--- config.mk ---
export PLATFORM = sky130hd
export DESIGN_NAME = conv_mac_sequencer
export DESIGN_NICKNAME = d
export VERILOG_FILES = /design/src/rtl/conv_mac_sequencer.sv
export SDC_FILE = /design/constraint.sdc
export NUM_CORES = 1
export LEC_CHECK = 0
export ABC_AREA = 1
export CAP_MARGIN = 30
export CORE_MARGIN = 5
export CORE_UTILIZATION = 50
export CTS_BUF_LIST = sky130_fd_sc_hd__clkbuf_16
export CTS_CLUSTER_SIZE = 10
export DETAILED_ROUTE_END_ITERATION = 10
export PLACE_DENSITY = 0.83
export SYNTH_ARGS = -nofsm -noshare
export SYNTH_HDL_FRONTEND = slang
export SYNTH_SLANG_ARGS = --single-unit
--- constraint.sdc ---
create_clock -name clk -period 3.65 [get_ports clk]
set_input_delay 0.73 -clock clk [delete_from_list [all_inputs] [get_ports clk]]
set_output_delay 0.73 -clock clk [all_outputs]
set_load 0.01 [all_outputs]
--- src/rtl/conv_mac_sequencer.sv ---
// Convolution MAC sequencer: walks a KxK window over an NxN image with one shared multiplier.
// Optional feature: define CONV_RELU_EN to clamp negative window sums to zero on the output.
module conv_mac_sequencer #(
    parameter int X     = 4,
    parameter int K     = 3,
    parameter int N     = 6,
    parameter int ACC_W = 2*X+4,
    localparam int M    = N - K + 1,
    localparam int IAW  = (N*N > 1) ? $clog2(N*N) : 1,
    localparam int FAW  = (K*K > 1) ? $clog2(K*K) : 1,
    localparam int CW   = (M > 1) ? $clog2(M) : 1
) (
    input  logic                    clk,
    input  logic                    reset,
    input  logic                    Start,
    output logic [IAW-1:0]          img_addr,
    input  logic [X-1:0]            img_data,
    output logic [FAW-1:0]          flt_addr,
    input  logic [X-1:0]            flt_data,
    output logic                    mul_start,
    output logic [X-1:0]            mul_din0,
    output logic [X-1:0]            mul_din1,
    input  logic [2*X-1:0]          mul_dout,
    output logic signed [ACC_W-1:0] out_data,
    output logic [CW-1:0]           out_row,
    output logic [CW-1:0]           out_col,
    output logic                    out_valid,
    input  logic                    out_ready,
    output logic                    busy,
    output logic                    done
);

    localparam int KW = (K > 1) ? $clog2(K) : 1;

    typedef enum logic [1:0] {
        IDLE = 2'd0,
        MAC  = 2'd1,
        HOLD = 2'd2,
        DONE = 2'd3
    } state_t;

    state_t                  state;
    logic [CW-1:0]           row;
    logic [CW-1:0]           col;
    logic [KW-1:0]           ki;
    logic [KW-1:0]           kj;
    logic signed [ACC_W-1:0] acc;
    logic signed [ACC_W-1:0] prodExt;
    logic signed [ACC_W-1:0] sum;
    logic                    firstTap;
    logic                    lastTap;
    logic                    lastPixel;

    // Addresses are decoded straight from the window counters so the read data,
    // and therefore the product, belongs to the tap being accumulated this cycle.
    assign img_addr  = IAW'((int'(row) + int'(ki)) * N + int'(col) + int'(kj));
    assign flt_addr  = FAW'(int'(ki) * K + int'(kj));
    assign mul_din0  = img_data;
    assign mul_din1  = flt_data;
    assign out_row   = row;
    assign out_col   = col;

    assign prodExt   = {{(ACC_W-2*X){mul_dout[2*X-1]}}, mul_dout};
    assign firstTap  = (ki == '0) && (kj == '0);
    assign lastTap   = (ki == KW'(K-1)) && (kj == KW'(K-1));
    assign lastPixel = (row == CW'(M-1)) && (col == CW'(M-1));
    assign sum       = (firstTap ? '0 : acc) + prodExt;

    always_ff @(posedge clk) begin
        if (reset) begin
            state     <= IDLE;
            row       <= '0;
            col       <= '0;
            ki        <= '0;
            kj        <= '0;
            acc       <= '0;
            out_data  <= '0;
            out_valid <= 1'b0;
            busy      <= 1'b0;
            done      <= 1'b0;
            mul_start <= 1'b0;
        end else begin
            case (state)
                IDLE: begin
                    row <= '0;
                    col <= '0;
                    ki  <= '0;
                    kj  <= '0;
                    acc <= '0;
                    if (Start) begin
                        state     <= MAC;
                        busy      <= 1'b1;
                        mul_start <= 1'b1;
                    end
                end
                MAC: begin
                    acc <= sum;
                    if (lastTap) begin
`ifdef CONV_RELU_EN
                        out_data <= sum[ACC_W-1] ? '0 : sum;
`else
                        out_data <= sum;
`endif
                        out_valid <= 1'b1;
                        mul_start <= 1'b0;
                        state     <= HOLD;
                    end else if (kj == KW'(K-1)) begin
                        kj <= '0;
                        ki <= ki + 1'b1;
                    end else begin
                        kj <= kj + 1'b1;
                    end
                end
                HOLD: begin
                    // Counters stay frozen until the consumer takes the result.
                    if (out_ready) begin
                        out_valid <= 1'b0;
                        ki        <= '0;
                        kj        <= '0;
                        if (lastPixel) begin
                            state <= DONE;
                            busy  <= 1'b0;
                            done  <= 1'b1;
                        end else begin
                            if (col == CW'(M-1)) begin
                                col <= '0;
                                row <= row + 1'b1;
                            end else begin
                                col <= col + 1'b1;
                            end
                            mul_start <= 1'b1;
                            state     <= MAC;
                        end
                    end
                end
                DONE: begin
                    done  <= 1'b0;
                    row   <= '0;
                    col   <= '0;
                    state <= IDLE;
                end
                default: state <= IDLE;
            endcase
        end
    end

endmodule

### After elaboration in Yosys (flattened, before gate mapping)

Index checks and enable logic that the tools add are counted.

* $add $sub $neg: 9
* multipliers: 2
* equality and inequality tests: 15
* mux-type cells: 36
* reduce and logical (&&, ||, !) cells: 23

Operators by type and width (count)
* $mux W2: 15
* $pmux W12 S2: 1
* $ne A2 B2 Y1 const B: 8
* $reduce_and A3 Y1: 5
* $add A12 B12 Y12: 1
* $add A6 B2 Y6: 2
* $eq A2 B2 Y1 const B: 6
* $mux W12: 1
* $pmux W2 S3: 2
* $reduce_and A4 Y1: 3
* $mux W1: 10
* $reduce_bool A2 Y1: 5
* $add A2 B1 Y2 const B: 4
* $pmux W2 S2: 2
* $pmux W2 S4: 1
* $logic_not A2 Y1: 3
* $pmux W1 S2: 3
* $mul A3 B2 Y5 const B: 1
* $reduce_and A5 Y1: 1
* $add A4 B2 Y4: 1
* $mul A2 B2 Y4 const B: 1
* $add A2 B2 Y3: 1
* $logic_and A1 B1 Y1: 3
* $pmux W1 S3: 1
* other kinds (4): 4

* register bits after elaboration: 38
* output and inout bits: 38

### Depth between registers and ports, before layout

Gate-level depths: netlist of the first run.

* depth after elaboration: 5
* depth in mapped cells: 18
* gate-level depth less buffers: 18

### Worst setup path after synthesis of the first run

Ideal clock, no wire load.

* path type: reg2out
* start point: register row[0], in the netlist out_row[0]
* end point: output port img_addr[5]
* arrival time: 2.358 ns
* required time: 2.920 ns
* path slack: 0.562 ns
* stages on the path, launching flop included: 11
* path buffers: 0
* cells stage by stage: dfxtp_1 ha_1 inv_1 fa_1 inv_1 ha_1 inv_1 fa_1 inv_1 nand2_1 xnor2_1

* longest elaborated chain between the ends: 4

RTL lines
* start, declared: RTL line 43 `logic [CW-1:0] row;`
* start signal, assigned: RTL line 127 `row <= row + 1'b1;`
* $add A2 B2 Y3: RTL line 56 `assign img_addr = IAW'((int'(row) + int'(ki)) * N + int'(col) + int'(kj));`
* $mul A3 B2 Y5: RTL line 56
* $add A6 B2 Y6 (2 in series): RTL line 56
* end, declared: RTL line 16 `output logic [IAW-1:0] img_addr,`

Every way passes these cells.

### Worst setup path after layout of the first run

* start point: register row[0], in the netlist out_row[0]
* end point: output port img_addr[3]

The elaborated chain is that of the path after synthesis.

==> results of run 1 <==
-- power breakdown --
group	total, mW	internal (mW)	switching, mW
clock network	0.424	0.249	0.175
logic	1.36	0.567	0.795
registers	0.572	0.499	0.0732
total	2.36	1.31	1.04
-- cells in the mapped netlist (2+ instances only) --
| master | n | area (µm²) |
|---|---|---|
| buf_4 | 11 | 82.6 |
| nand3_2 | 2 | 20.0 |
| nand4_1 | 3 | 18.8 |
| or2_1 | 2 | 12.5 |
| nor2_2 | 3 | 18.8 |
| a21oi_1 | 37 | 185 |
| xnor2_1 | 3 | 26.3 |
| a21oi_2 | 2 | 17.5 |
| o21ai_0 | 5 | 25.0 |
| nand2_2 | 6 | 37.5 |
| buf_2 | 2 | 10.0 |
| fa_1 | 7 | 140 |
| clkbuf_1 | 3 | 11.3 |
| nor3_1 | 2 | 10.0 |
| a31oi_1 | 2 | 12.5 |
| dfxtp_1 | 38 | 761 |
| nor2_1 | 31 | 116 |
| inv_2 | 5 | 18.8 |
| nand3_1 | 17 | 85.1 |
| a211oi_1 | 8 | 60.1 |
| inv_1 | 81 | 304 |
| ha_1 | 29 | 363 |
| nand2_1 | 95 | 357 |
| nor4_1 | 2 | 12.5 |
| xor2_1 | 6 | 52.6 |
-- how the worst max path moves through the flow --
stage                                        from          end  slack, ns  cells after the start
after global routing      out_row[0]$_SDFFE_PP0P_  img_addr[3]      0.004                      9
after CTS                 out_row[0]$_SDFFE_PP0P_  img_addr[5]       0.07                     11
after floorplan           out_row[0]$_SDFFE_PP0P_  img_addr[5]       0.56                     10
after detailed placement       ki[1]$_SDFFE_PP0P_  img_addr[5]       0.05                     10
final                     out_row[0]$_SDFFE_PP0P_  img_addr[3]       0.14                      9
after global placement         ki[1]$_SDFFE_PP0P_  img_addr[5]       0.18                     10
-- routing by layer --
metal  GRT usage, %  share of wire (%)
met1           23.3                 43
met2           32.9                 49
met3           4.51                6.1
met4           6.91                1.5
met5              0                  0
-- kinds of logic (layout without fill, tap and decap cells) --
family          after synthesis  in the layout
compound gates               59             59
xor+xnor                     10             10
flops                        38             38
fa+ha+maj                    36             36
simple gates                167            167
buf+inv                     105            140
-- sequential cells by signal, indices dropped and copies added, names as in the netlist --
register	count
out_row	2
out_valid	1
out_data	12
mul_start	1
ki	2
state	2
out_col	2
busy	1
acc	12
kj	2
done	1
-- metrics by stage --
stage	total power [mW]	setup WS [ns]	hold WS (ns)	area, µm²
detailed placement	1.96	0.0543	0.455	3300
global route	2.57	0.00440	0.493	3430
floorplan	1.49	0.562	0.440	2890
global placement	1.91	0.177	0.448	3300
CTS	2.37	0.0709	0.464	3440
finish	2.36	0.139	0.465	3430
-- critical path, cell delays in order (launching register included) --
cell	delay [ns]
dfxtp_1	0.35
ha_1	0.16
inv_1	0.05
fa_2	0.57
inv_1	0.08
ha_1	0.31
inv_1	0.07
fa_1	0.45
xor2_1	0.17
dlygate4sd2_1	0.28
-- area by class of cell --
cell class	instances	area share, %
Clock buffer	5	3.65
Clock inverter	3	0.474
Inverter	87	9.52
Multi-Input combinational cell	272	49.1
Sequential cell	38	22.2
Tap cell	72	2.63
Timing Repair Buffer	45	12.5
-- timing repair --
item / CTS / global route
gates cloned: 0 / 0
gates resized for setup: 6 / 4
setup endpoints to repair: 4 / 2
endpoints found under the hold margin: 0 / 0
==> impl_metrics.ini, run 1 <==
[logic_synthesis]
synth_seq_area_share_pct = 26.4
yosysUniqueCellTypes = 38
synth_xor_area_share_pct = 3.29
synth_fa_ha_area_share_pct = 17.4
postSynth.asyncResetShare_pct = 0
synthFlopType = dfxtp_1
synth_nets = 471
syn_avg_cell_area_um2 = 6.96
synth_edf_count = 0
yosysWarnings = 0
synth_top_family_by_area = simple AND/OR/NAND/NOR gates
synth_seq_cells = 38
synth_compound_gate_area_share_pct = 12.1
synthMuxAreaShare_pct = 0
synth-simple-area-share_pct = 25.4
synthCells = 415
netlist_area_mm2 = 0.00289

[placed_design]
dp_cells = 514
port-buffer-count = 41
place.gp.congestion = 0.926
dp_hpwl_um = 5050

[drt]
drt-total-wl_um = 6740
vias = 2628
drc_errors = 0
drtAntennaViolNets = 0
drt-wirelength-per-cell_um = 12.9
dr.pass1.iters = 4
drt_iter0_drc = 164
vias_per_cell = 5.03

[clock_tree]
cts_tree = built
cts_sinks = 38
cts_setup_buffers = 0
ctsRootBufferMaster = clkbuf_16
clockBufferDepth = 2
insertion_delay_ns = 0.28
cts-htree-levels = 2
path_clk_slew_ns = 0.06
numCtsBuffers = 5
ctsHoldBuffers = 0

[finish]
final_common_cell = nand2_1
multiInputGateArea_mm2 = 0.00168
final_util_pct = 61.5
mostFrequentLayoutCells = 95 x nand2_1, 80 x inv_1, 38 x dfxtp_1
regArea_um2 = 761
nets = 505
antenna_cells = 0
fill_cells = 485
drive_gt1_share_pct = 8.89
fin_cells = 522
area_growth_pct = 18.8

[power]
ir_drop_uv = 461
p_leak_nw = 1.67
powerDensity_mw_per_mm2 = 687

[setup_path]
crit_path_start_kind = register
reg2reg_from = ki[0]$_SDFFE_PP0P_
cp_max_fo = 3
crit_path_end_kind = primary output
cp.required_ns = 2.92
reg2reg_slack_ns = 0.74
r2r_cells = 18
worstSetupPathType = reg2out
arrival_ns = 2.78
worstReg2RegEnd = out_data[6]$_SDFFE_PP0P_

[global_route]
antenna_found_initial = 0
grt_pass1_vias = 2577
grt_use_total_pct = 19.2
grt_overflow = 0
grt_max_degree = 39
grt_pass1_wl_um = 11600

[floorplan]
die_h_um = 86.0
die-area_mm2 = 0.00739
core-area_mm2 = 0.00557
io_pins = 58
initial_utilization_pct = 51.8
rows = 27
dieWidth_um = 86.0

[timing]
rsz0062_at_grt = false
setup_tns_ns = 0
drv_slew = 0
worstMarginPinSlew_ns = 0.875
report.final.setup_viol = 0
fin_crit_ns = 3.51
min_period_over_period_pct = 96.2
finClkSkew_ns = 0.00632
clock.fmax_mhz = 285
hold_violations = 0
relSlewSlack_pct = 41.5

[worst_hold_path]
hp-class = reg2reg
min_path_cells = 2
worstHoldEndpoint = acc[5]$_SDFFE_PP0P_
hold_start = acc[5]$_SDFFE_PP0P_

[run]
maxCapViolCount = 0

[status]
status = complete, no violations
(Power assumes the default switching activity.)
==> run 2, diff against run 1 <==
--- a/config.mk
+++ b/config.mk
@@ -6,7 +6,7 @@
 export NUM_CORES = 1
 export LEC_CHECK = 0
 export ABC_AREA = 1
-export CAP_MARGIN = 30
+export CAP_MARGIN = 10
 export CORE_MARGIN = 5
 export CORE_UTILIZATION = 50
 export CTS_BUF_LIST = sky130_fd_sc_hd__clkbuf_16
==> results of run 2 <==
Same layout as run 1: the final DEF is identical, and so are final timing and power.
==> run 3, diff against run 2 <==
--- a/config.mk
+++ b/config.mk
@@ -12,6 +12,7 @@
 export CTS_BUF_LIST = sky130_fd_sc_hd__clkbuf_16
 export CTS_CLUSTER_SIZE = 10
 export DETAILED_ROUTE_END_ITERATION = 10
+export GPL_TIMING_DRIVEN = 0
 export PLACE_DENSITY = 0.83
 export SYNTH_ARGS = -nofsm -noshare
 export SYNTH_HDL_FRONTEND = slang
==> run 3 against run 2 <==
Net effect: die area unchanged; final cell count is 4.0% higher; core utilization increased by 4.0 points; worst hold slack got worse by 0.0017 ns; clock power grew 34%; via count grew 3.8%.
==> impl_metrics.ini, run 3 (synthesized netlist as in run 1, its figures left out) <==
[status]
status = complete, no violations

[global_route]
grt_max_degree = 14
grt_pass1_vias = 2761
grt_overflow = 0
grt_pass1_wl_um = 12200
grt_use_total_pct = 20.5
antenna_found_initial = 0

[timing]
rsz0062_at_grt = false
finClkSkew_ns = 0.00629
report.final.setup_viol = 0
min_period_over_period_pct = 95.9
clock.fmax_mhz = 286
fin_crit_ns = 3.50
relSlewSlack_pct = 59.0
drv_slew = 0
worstMarginPinSlew_ns = 0.616
whs_ns = 0.463
hold_violations = 0

[clock_tree]
clockBufferDepth = 2
cts_setup_buffers = 0
ctsHoldBuffers = 0
cts_sinks = 38
insertion_delay_ns = 0.28
ctsRootBufferMaster = clkbuf_16
cts-htree-levels = 2
numCtsBuffers = 5
path_clk_slew_ns = 0.06
cts_tree = built

[finish]
final_common_cell = nand2_1
area_growth_pct = 26.5
nets = 526
fin_area_mm2 = 0.00365
mostFrequentLayoutCells = 95 x nand2_1, 80 x inv_1, 44 x clkdlybuf4s50_1
reg_top3 = acc (12), out_data (12)
drive_gt1_share_pct = 11.0
antenna_cells = 0

[power]
powerDensity_mw_per_mm2 = 697
finalPower_mw = 2.55
p_leak_nw = 1.78
ir_drop_uv = 487

[setup_path]
worstSetupPathType = reg2out
crit_path_end_kind = primary output
crit_chain = ha_1, inv_1, fa_2, inv_1, ha_1, inv_1, fa_1, nor2_1, xor2_1, dlygate4sd2_1
cp_slowest_cell = fa_2
cp_max_fo = 4
arrival_ns = 2.77
cpMostUsedCell = inv_1
crit_path_start_kind = register
cp.required_ns = 2.92
critical_path.max_stage_delay_ns = 0.56
reg2reg_slack_ns = 0.69

[floorplan]
io_pins = 58
initial_utilization_pct = 51.8
rows = 27
die_h_um = 86.0
core-area_mm2 = 0.00557
die-area_mm2 = 0.00739
dieWidth_um = 86.0

[worst_hold_path]
hp-class = reg2reg

[drt]
vias_per_cell = 5.02
drt_iter0_drc = 225
drt-total-wl_um = 6940
drtAntennaViolNets = 0
drt-wirelength-per-cell_um = 12.8
top_layer_used = met4
wl_met1_um = 3010
wl_met3_um = 452
wl_met2_um = 3290
drc_errors = 0
dr.pass1.iters = 4
vias = 2727

[placed_design]
dp_hpwl_um = 5350
place.gp.congestion = 0.904
place_area_mm2 = 0.00346
port-buffer-count = 48

[run]
maxCapViolCount = 0
## run 3: cell types whose count changed in the layout (fill, tap and decap cells not counted), sizes merged
cell and change:
dlygate4sd2 +1, clkbuf +2, clkinv -1, bufinv +2, buf +11, clkinvlp -1
clkdlybuf4s50 +7
## run 3: repair_timing
item | CTS | global route
hold endpoints to repair | 0 | 0
resized for setup | 7 | 5
setup endpoints to repair | 4 | 3
## run 3: final cells by class
type | count | area (µm²)
fillers | 471 | 1920
clock buffers | 5 | 125
well taps | 72 | 90.1
multi-input cells | 272 | 1680
plain buffers | 18 | 119
repair buffers | 48 | 472
clock inverters | 3 | 68.8
inverters | 87 | 327
flip-flops and latches | 38 | 768
## run 3: path summary, 6_finish.rpt
check | from | endpoint | cells after the start
worst min-delay path | acc[0]$_SDFFE_PP0P_ | acc[0]$_SDFFE_PP0P_ | 2
worst max-delay path | ki[0]$_SDFFE_PP0P_ | img_addr[4] | 10
worst min register to register | acc[0]$_SDFFE_PP0P_ | acc[0]$_SDFFE_PP0P_ | 2
worst max register to register | ki[1]$_SDFFE_PP0P_ | out_data[6]$_SDFFE_PP0P_ | 16
## run 3: per-stage QoR
| step | TNS, ns | setup WS (ns) | instances | utilization, % |
|---|---|---|---|---|
| after CTS | 0 | 0.0402 | 543 | 65.5 |
| after global routing | 0 | 0.0171 | 543 | 65.5 |
| final | 0 | 0.148 | 543 | 65.5 |
| after floorplan | 0 | 0.562 | 415 | - |
| after detailed placement | -0.0236 | -0.0236 | 535 | 62.0 |
| after global placement | 0 | 0.0307 | 535 | 62.0 |
## run 3: metal layers
layer | vias to the layer above | global-route usage (%)
met2 | 85 | 36.3
met3 | 15 | 4.71
met1 | 1238 | 23.9
met4 | 0 | 7.34
li1 | 1389 | -
met5 | - | 0
## run 3: power breakdown
group	leakage, nW	internal, mW	switching, mW
Sequential	0.311	0.505	0.0817
Clock	0.0940	0.393	0.177
Combinational	1.38	0.578	0.811
## run 3: critical path: cells and delay by family, from the launching register on
kind / cells / cell delay, ns
XOR/XNOR: 1 / 0.15
flip-flops: 1 / 0.38
buffers and inverters: 4 / 0.46
AND/OR/NAND/NOR: 1 / 0.14
adder cells (fa/ha/maj): 4 / 1.35
